<file path="config.mk">
export PLATFORM = sky130hd
export DESIGN_NAME = arith_sequencer
export DESIGN_NICKNAME = d
export VERILOG_FILES = /design/src/rtl/arith_pkg.sv /design/src/rtl/arith_nibble_flags.sv /design/src/rtl/arith_sequencer.sv
export SDC_FILE = /design/constraint.sdc
export NUM_CORES = 1
export LEC_CHECK = 0
export ABC_AREA = 1
export CAP_MARGIN = 20
export CORE_MARGIN = 5
export CORE_UTILIZATION = 45
export DETAILED_ROUTE_END_ITERATION = 8
export MAX_ROUTING_LAYER = met4
export PLACE_DENSITY = 0.77
export SYNTH_ARGS = -nofsm -noshare
export SYNTH_HDL_FRONTEND = slang
export SYNTH_SLANG_ARGS = --single-unit
</file>
<file path="constraint.sdc">
create_clock -name clk -period 1.41 [get_ports clk]
set_clock_uncertainty 0.05 [all_clocks]
set_input_delay 0.282 -clock clk [delete_from_list [all_inputs] [get_ports clk]]
set_output_delay 0.282 -clock clk [all_outputs]
set_load 0.005 [all_outputs]
</file>
<file path="src/rtl/arith_pkg.sv">
// ---------------------------------------------------------------------------
// arith_pkg
// Shared types and constants for the nibble-serial arithmetic sequencer.
//   state_t    : sequencer FSM states (IDLE, RUN, DONE)
//   AU_OP_*    : opcodes presented to the 4-bit arithmetic unit
// ---------------------------------------------------------------------------
package arith_pkg;

  typedef enum logic [1:0] {
    IDLE = 2'd0,
    RUN  = 2'd1,
    DONE = 2'd2
  } state_t;

  localparam logic [1:0] AU_OP_IDLE = 2'b00;
  localparam logic [1:0] AU_OP_ADD  = 2'b01;
  localparam logic [1:0] AU_OP_SUB  = 2'b10;

endpackage

</file>
<file path="src/rtl/arith_nibble_flags.sv">
// ---------------------------------------------------------------------------
// arith_nibble_flags
// Combinational derivation of the carry/borrow chain bit and the signed
// overflow flag from the most-significant bits of one nibble step.
//   op        in  0 = add, 1 = subtract
//   a, b      in  MSBs of the operand nibbles driven to the unit
//   y         in  MSB of the result nibble returned by the unit
//   chain_out out carry out (add) or borrow out (sub) of this nibble
//   ovf_out   out signed overflow if this is the most-significant nibble
// ---------------------------------------------------------------------------
module arith_nibble_flags (
  input  logic op,
  input  logic a,
  input  logic b,
  input  logic y,
  output logic chain_out,
  output logic ovf_out
);

  // The unit's own carry flag is not used, so the chain bit is recovered
  // from the MSBs alone: for add, a carry leaves the nibble when both MSBs
  // are set, or when one is set and the sum MSB came out clear; subtract is
  // the borrow equivalent.
  always_comb begin
    chain_out = 1'b0;
    ovf_out   = 1'b0;
    if (!op) begin
      chain_out = (a & b) | ((a | b) & ~y);
      ovf_out   = (a == b) && (y != a);
    end else begin
      chain_out = (~a & b) | ((~a | b) & y);
      ovf_out   = (a != b) && (y != a);
    end
  end

endmodule

</file>
<file path="src/rtl/arith_sequencer.sv">
// ---------------------------------------------------------------------------
// arith_sequencer
// Drives an external combinational 4-bit arithmetic unit one nibble per
// cycle (least-significant first) to perform a WIDTH-bit add or subtract.
//
// Parameters
//   WIDTH        operand/result width, multiple of 4, >= 4
// Ports
//   clk, rst     clock, asynchronous active-high reset
//   start        request, accepted only while busy = 0
//   op           0 = add, 1 = subtract
//   opa, opb     operands, sampled on an accepted start
//   busy         high while nibbles are being sequenced
//   done         one-cycle pulse; result/carry/ovf valid from this cycle
//   result       opa +/- opb mod 2^WIDTH
//   carry        carry out (add) or borrow out (sub)
//   ovf          signed two's-complement overflow
//   au_opCode    unit opcode (00 idle, 01 add, 10 sub)
//   au_A, au_B   operand nibbles for the current step
//   au_CarryIN   carry-in / borrow-in for the current step
//   au_add_Y     unit add result (reads 0 when not selected)
//   au_sub_Y     unit sub result (reads 0 when not selected)
//   chk_err      only with ARITH_SEQ_SELFCHECK_EN: high in the done cycle
//                when the collected result disagrees with a direct add/sub
//
// Optional feature macro: ARITH_SEQ_SELFCHECK_EN
// ---------------------------------------------------------------------------
module arith_sequencer
  import arith_pkg::*;
#(
  parameter int WIDTH = 8
) (
  input  logic             clk,
  input  logic             rst,
  input  logic             start,
  input  logic             op,
  input  logic [WIDTH-1:0] opa,
  input  logic [WIDTH-1:0] opb,
  output logic             busy,
  output logic             done,
  output logic [WIDTH-1:0] result,
  output logic             carry,
  output logic             ovf,
  output logic [1:0]       au_opCode,
  output logic [3:0]       au_A,
  output logic [3:0]       au_B,
  output logic             au_CarryIN,
  input  logic [3:0]       au_add_Y,
  input  logic [3:0]       au_sub_Y
`ifdef ARITH_SEQ_SELFCHECK_EN
  ,
  output logic             chk_err
`endif
);

  localparam int NIBBLES = WIDTH / 4;
  localparam int IDX_W   = (NIBBLES > 1) ? $clog2(NIBBLES) : 1;
  localparam logic [IDX_W-1:0] LAST_IDX = IDX_W'(NIBBLES - 1);

  state_t           state_q, state_d;
  logic [IDX_W-1:0] idx_q, idx_d, idx_inc;
  logic [WIDTH-1:0] opa_q, opa_d;
  logic [WIDTH-1:0] opb_q, opb_d;
  logic [WIDTH-1:0] shadow_q, shadow_d;
  logic [WIDTH-1:0] result_q, result_d;
  logic             op_q, op_d;
  logic             carry_q, carry_d;
  logic             ovf_q, ovf_d;
  logic             busy_q, busy_d;
  logic             done_q, done_d;
  logic [1:0]       au_op_q, au_op_d;
  logic [3:0]       au_a_q, au_a_d;
  logic [3:0]       au_b_q, au_b_d;
  // au_cin_q is also the running carry/borrow chain bit while in RUN.
  logic             au_cin_q, au_cin_d;

  logic [3:0]       y;
  logic             chain_next;
  logic             ovf_next;

`ifdef ARITH_SEQ_SELFCHECK_EN
  logic [WIDTH-1:0] golden;
  logic             chk_err_q, chk_err_d;
  assign golden = op_q ? (opa_q - opb_q) : (opa_q + opb_q);
`endif

  // Only one of the unit's results is non-zero, so OR picks the live one.
  assign y       = au_add_Y | au_sub_Y;
  assign idx_inc = idx_q + 1'b1;

  arith_nibble_flags u_flags (
    .op        (op_q),
    .a         (au_a_q[3]),
    .b         (au_b_q[3]),
    .y         (y[3]),
    .chain_out (chain_next),
    .ovf_out   (ovf_next)
  );

  // Next-state logic. The au_* drives are registered, so each RUN cycle
  // the unit sees the nibble for idx_q and its answer is captured on the
  // same clock edge that loads the drives for the following nibble.
  always_comb begin
    state_d  = state_q;
    idx_d    = idx_q;
    opa_d    = opa_q;
    opb_d    = opb_q;
    op_d     = op_q;
    shadow_d = shadow_q;
    result_d = result_q;
    carry_d  = carry_q;
    ovf_d    = ovf_q;
    busy_d   = busy_q;
    done_d   = 1'b0;
    au_op_d  = au_op_q;
    au_a_d   = au_a_q;
    au_b_d   = au_b_q;
    au_cin_d = au_cin_q;
`ifdef ARITH_SEQ_SELFCHECK_EN
    chk_err_d = 1'b0;
`endif

    case (state_q)
      RUN: begin
        shadow_d[4*int'(idx_q) +: 4] = y;
        idx_d = idx_inc;
        if (idx_q == LAST_IDX) begin
          result_d = shadow_d;
          carry_d  = chain_next;
          ovf_d    = ovf_next;
          state_d  = DONE;
          busy_d   = 1'b0;
          done_d   = 1'b1;
          au_op_d  = AU_OP_IDLE;
          au_a_d   = 4'h0;
          au_b_d   = 4'h0;
          au_cin_d = 1'b0;
`ifdef ARITH_SEQ_SELFCHECK_EN
          chk_err_d = (shadow_d != golden);
`endif
        end else begin
          au_a_d   = opa_q[4*int'(idx_inc) +: 4];
          au_b_d   = opb_q[4*int'(idx_inc) +: 4];
          au_cin_d = chain_next;
        end
      end

      default: begin
        // IDLE and DONE both accept a new request, which gives
        // back-to-back throughput of one operation per NIBBLES+1 cycles.
        if (start) begin
          opa_d    = opa;
          opb_d    = opb;
          op_d     = op;
          idx_d    = '0;
          state_d  = RUN;
          busy_d   = 1'b1;
          au_op_d  = op ? AU_OP_SUB : AU_OP_ADD;
          au_a_d   = opa[3:0];
          au_b_d   = opb[3:0];
          au_cin_d = 1'b0;
        end else begin
          state_d  = IDLE;
          au_op_d  = AU_OP_IDLE;
          au_a_d   = 4'h0;
          au_b_d   = 4'h0;
          au_cin_d = 1'b0;
        end
      end
    endcase
  end

  // Single state register for the whole sequencer; reset aborts any
  // operation in flight and returns every output to zero.
  always_ff @(posedge clk or posedge rst) begin
    if (rst) begin
      state_q  <= IDLE;
      idx_q    <= '0;
      opa_q    <= '0;
      opb_q    <= '0;
      op_q     <= 1'b0;
      shadow_q <= '0;
      result_q <= '0;
      carry_q  <= 1'b0;
      ovf_q    <= 1'b0;
      busy_q   <= 1'b0;
      done_q   <= 1'b0;
      au_op_q  <= AU_OP_IDLE;
      au_a_q   <= 4'h0;
      au_b_q   <= 4'h0;
      au_cin_q <= 1'b0;
`ifdef ARITH_SEQ_SELFCHECK_EN
      chk_err_q <= 1'b0;
`endif
    end else begin
      state_q  <= state_d;
      idx_q    <= idx_d;
      opa_q    <= opa_d;
      opb_q    <= opb_d;
      op_q     <= op_d;
      shadow_q <= shadow_d;
      result_q <= result_d;
      carry_q  <= carry_d;
      ovf_q    <= ovf_d;
      busy_q   <= busy_d;
      done_q   <= done_d;
      au_op_q  <= au_op_d;
      au_a_q   <= au_a_d;
      au_b_q   <= au_b_d;
      au_cin_q <= au_cin_d;
`ifdef ARITH_SEQ_SELFCHECK_EN
      chk_err_q <= chk_err_d;
`endif
    end
  end

  assign busy       = busy_q;
  assign done       = done_q;
  assign result     = result_q;
  assign carry      = carry_q;
  assign ovf        = ovf_q;
  assign au_opCode  = au_op_q;
  assign au_A       = au_a_q;
  assign au_B       = au_b_q;
  assign au_CarryIN = au_cin_q;
`ifdef ARITH_SEQ_SELFCHECK_EN
  assign chk_err    = chk_err_q;
`endif

endmodule

</file>
==> impl_metrics.ini <==
[outcome]
status = finished clean

[logic_synthesis]
ys_warn_count = 0
synthFlopType = dfrtp_1
yosysSeqAreaShare = 0.591
synth_top_cell_area_share = 0.591
synth_cell_types = 20
synth_area_um2 = 1650
yosys.area.top_type = dfrtp_1
ys_top_cells_by_count = nand2_1 (74), dfrtp_1 (39), inv_1 (20)
synth_edf_count = 0
ys_ff_latch = 39
synthArstFlopShare = 1.00
synth_nets = 216
postSynthCellCount = 184
netlist_top_cells_area = dfrtp_1 (59%), nand2_1 (17%), inv_1 (4.5%)
yosysMostFrequentCell = nand2_1
syn_area_per_cell_um2 = 8.98

[sta]
rsz0062_at_grt = no
max_freq_mhz = 768
hold_viol = 0
postLayoutSetupSlackWorst_ns = 0.107
finalSetupViolCount = 0
fin_crit_sh = 0.924
slew_violations = 0
worstMarginPinSlew_ns = 0.262
max_slew_margin = 0.825
layout_min_cycle_time_ns = 1.30
setup_tns_ns = 0

[place]
port_buffers = 50
placed_area_um2 = 2240
place.gp.congestion = 0.734
dp_hpwl_um = 2350
place_ws_ns = 0.0345

[worst_setup_path]
worstPathRequired_ns = 1.53
rrSetupSlack_ns = 0.11
worst_setup_path_end_kind = flip-flop
critPathBufInv = 3
crit_fanout = 3
crit_chain = buf_4 > inv_1 > ha_4 > inv_1 > nand2_1 > nand2_1 > nor2_1 > nand2_1 > nand2_1
ff2ff_path_depth = 9
slowest_delay_ns = 0.39
r2r-start = au_B[3]$_DFF_PP0_
critPathKind = flip-flop to flip-flop
start_kind = flip-flop
path_common_cell = nand2_1
slowest_stage = dfrtp_1
r2r_end = ovf$_DFFE_PP0P_
cp.arrival_ns = 1.42
crit_family = flip-flops

[detailed_routing]
dr_wl_met3_um = 212
initialDrtViolationCount = 82
post_drt_wl_per_cell_um = 11.1
routed-via-count = 1272
wl_met2_um = 1570
drt-vias-per-instance = 4.28
drcViolationCount = 0
first_pass_iters = 4
dr.max_layer_used = met4
ant_nets = 0
wl_met1_um = 1440
wirelength_um = 3280

[clock_tree]
clock_sinks = 39
ctsHtreeMaxLevel = 2
clk_latency_ns = 0.28
clkTransAtPathRegs_ns = 0.07
numCtsBuffers = 5
cts_tree = built
clockBufferDepth = 2
cts_root_buf = clkbuf_8

[die]
die_h_um = 70.6
die_w_um = 70.6
ioPinCount = 51
fp.coreArea_um2 = 3610
dieArea_um2 = 4980
fp-row-count = 22
initial_core_util = 0.458

[pwr]
switching_share = 0.356
p_seq_frac = 0.409
clock_power_share = 0.152
power_frac_comb = 0.439
p_sw_uw = 1640
leakage_uw = 0.00127
cellPowerDensity_nw_per_um2 = 1960
p_int_uw = 2960
p_total_uw = 4600
ir_drop_mv = 1.14

[final_layout]
area_growth_pct = 42.4
drive_above_1_share = 0.141
diodes = 0
n_fill_cell = 314
regArea_um2 = 976
final_area_um2 = 2350
nets = 280
multi_input_area_um2 = 551

[worst_hold_path]
hp-class = input pin to asynchronous set/reset pin

[global_routing]
grt_pass1_vias = 1229
grt_usage = 0.146
overflow = 0
grt_pass1_wl_um = 5460
grt_max_degree = 40
antenna_found_initial = 0

[flow_run]
maxCapViolations = 0
## through the flow
stage	util	cells	hold slack, ns
after detailed placement	0.622	283	0.414
after global placement	0.622	283	0.404
after floorplan	-	184	0.340
final	0.652	297	0.285
after global routing	0.652	297	0.294
after CTS	0.649	297	0.292
## cells by family (layout without fill, tap and decap cells)
kind of cell	count (synthesis)	count (layout)	synth area share
AND/OR/NAND/NOR	97	97	0.241
flip-flops	39	39	0.591
buffers and inverters	29	94	0.0833
AO/OA/AOI/OAI	15	15	0.0545
adder cells (fa/ha/maj)	4	4	0.0303
## repair_timing
item,4_1_cts,5_1_grt
hold buffers,0,0
endpoints found under the setup margin,23,1
pin swaps,0,1
buffers inserted,6,0
gates resized for setup,23,2
## worst min-delay path: cells and delay by family
kind | cells | cell delay (ns)
buf+inv | 3 | 0.70
## worst max-delay path by stage
stage	from	endpoint	slack [ns]	cells after the start
after floorplan	rst	au_A[0]$_DFF_PP0_	0.19	1
after global placement	start	opb_q[6]$_DFFE_PP0P_	0.07	5
after detailed placement	start	opa_q[6]$_DFFE_PP0P_	0.03	5
after CTS	au_A[3]$_DFF_PP0_	ovf$_DFFE_PP0P_	0.07	9
after global routing	au_B[3]$_DFF_PP0_	ovf$_DFFE_PP0P_	0.01	9
final	au_B[3]$_DFF_PP0_	ovf$_DFFE_PP0P_	0.11	9
## power by group through the flow
stage | Combinational [uW] | Clock [uW] | Sequential [uW]
2_1_floorplan | 1120 | 0 | 1920
3_3_place_gp | 2030 | 0 | 1920
3_5_place_dp | 2080 | 0 | 1930
4_1_cts | 2020 | 714 | 1880
5_1_grt | 2310 | 761 | 1940
6_report | 2020 | 700 | 1880
## registers in the layout (all words and copies together) (netlist names)
name and cells:
au_B 4, opb_q 4, state_q 2, op_q 1, idx_q 1, result 8, carry 1, ovf 1
au_A 4, au_opCode 2, opa_q 4, shadow_q 4, done 1, busy 1, au_CarryIN 1
## cells in the final DEF, fill, tap and decap left out, drive strengths merged
cell           count
a21oi              4
nand2             76
clkbuf             7
clkdlybuf4s50     27
buf               14
clkinv             1
o21ai             11
nand3              2
ha                 4
dlygate4sd2       23
dfrtp             39
nor2              15
nand3b             1
inv               22
or2                3
## cell type report
cell class | instances | share of cell area
Timing Repair Buffer | 64 | 0.256
Inverter | 22 | 0.0351
Clock buffer | 7 | 0.0324
Tap cell | 48 | 0.0255
Sequential cell | 39 | 0.415
Clock inverter | 1 | 0.00213
Multi-Input combinational cell | 116 | 0.234
## layer usage
layer,up-vias,GRT usage
li1,678,-
met1,550,0.172
met2,38,0.231
met3,6,0.0511
met4,0,0.0564
met5,-,-
(Power assumes the default switching activity.)
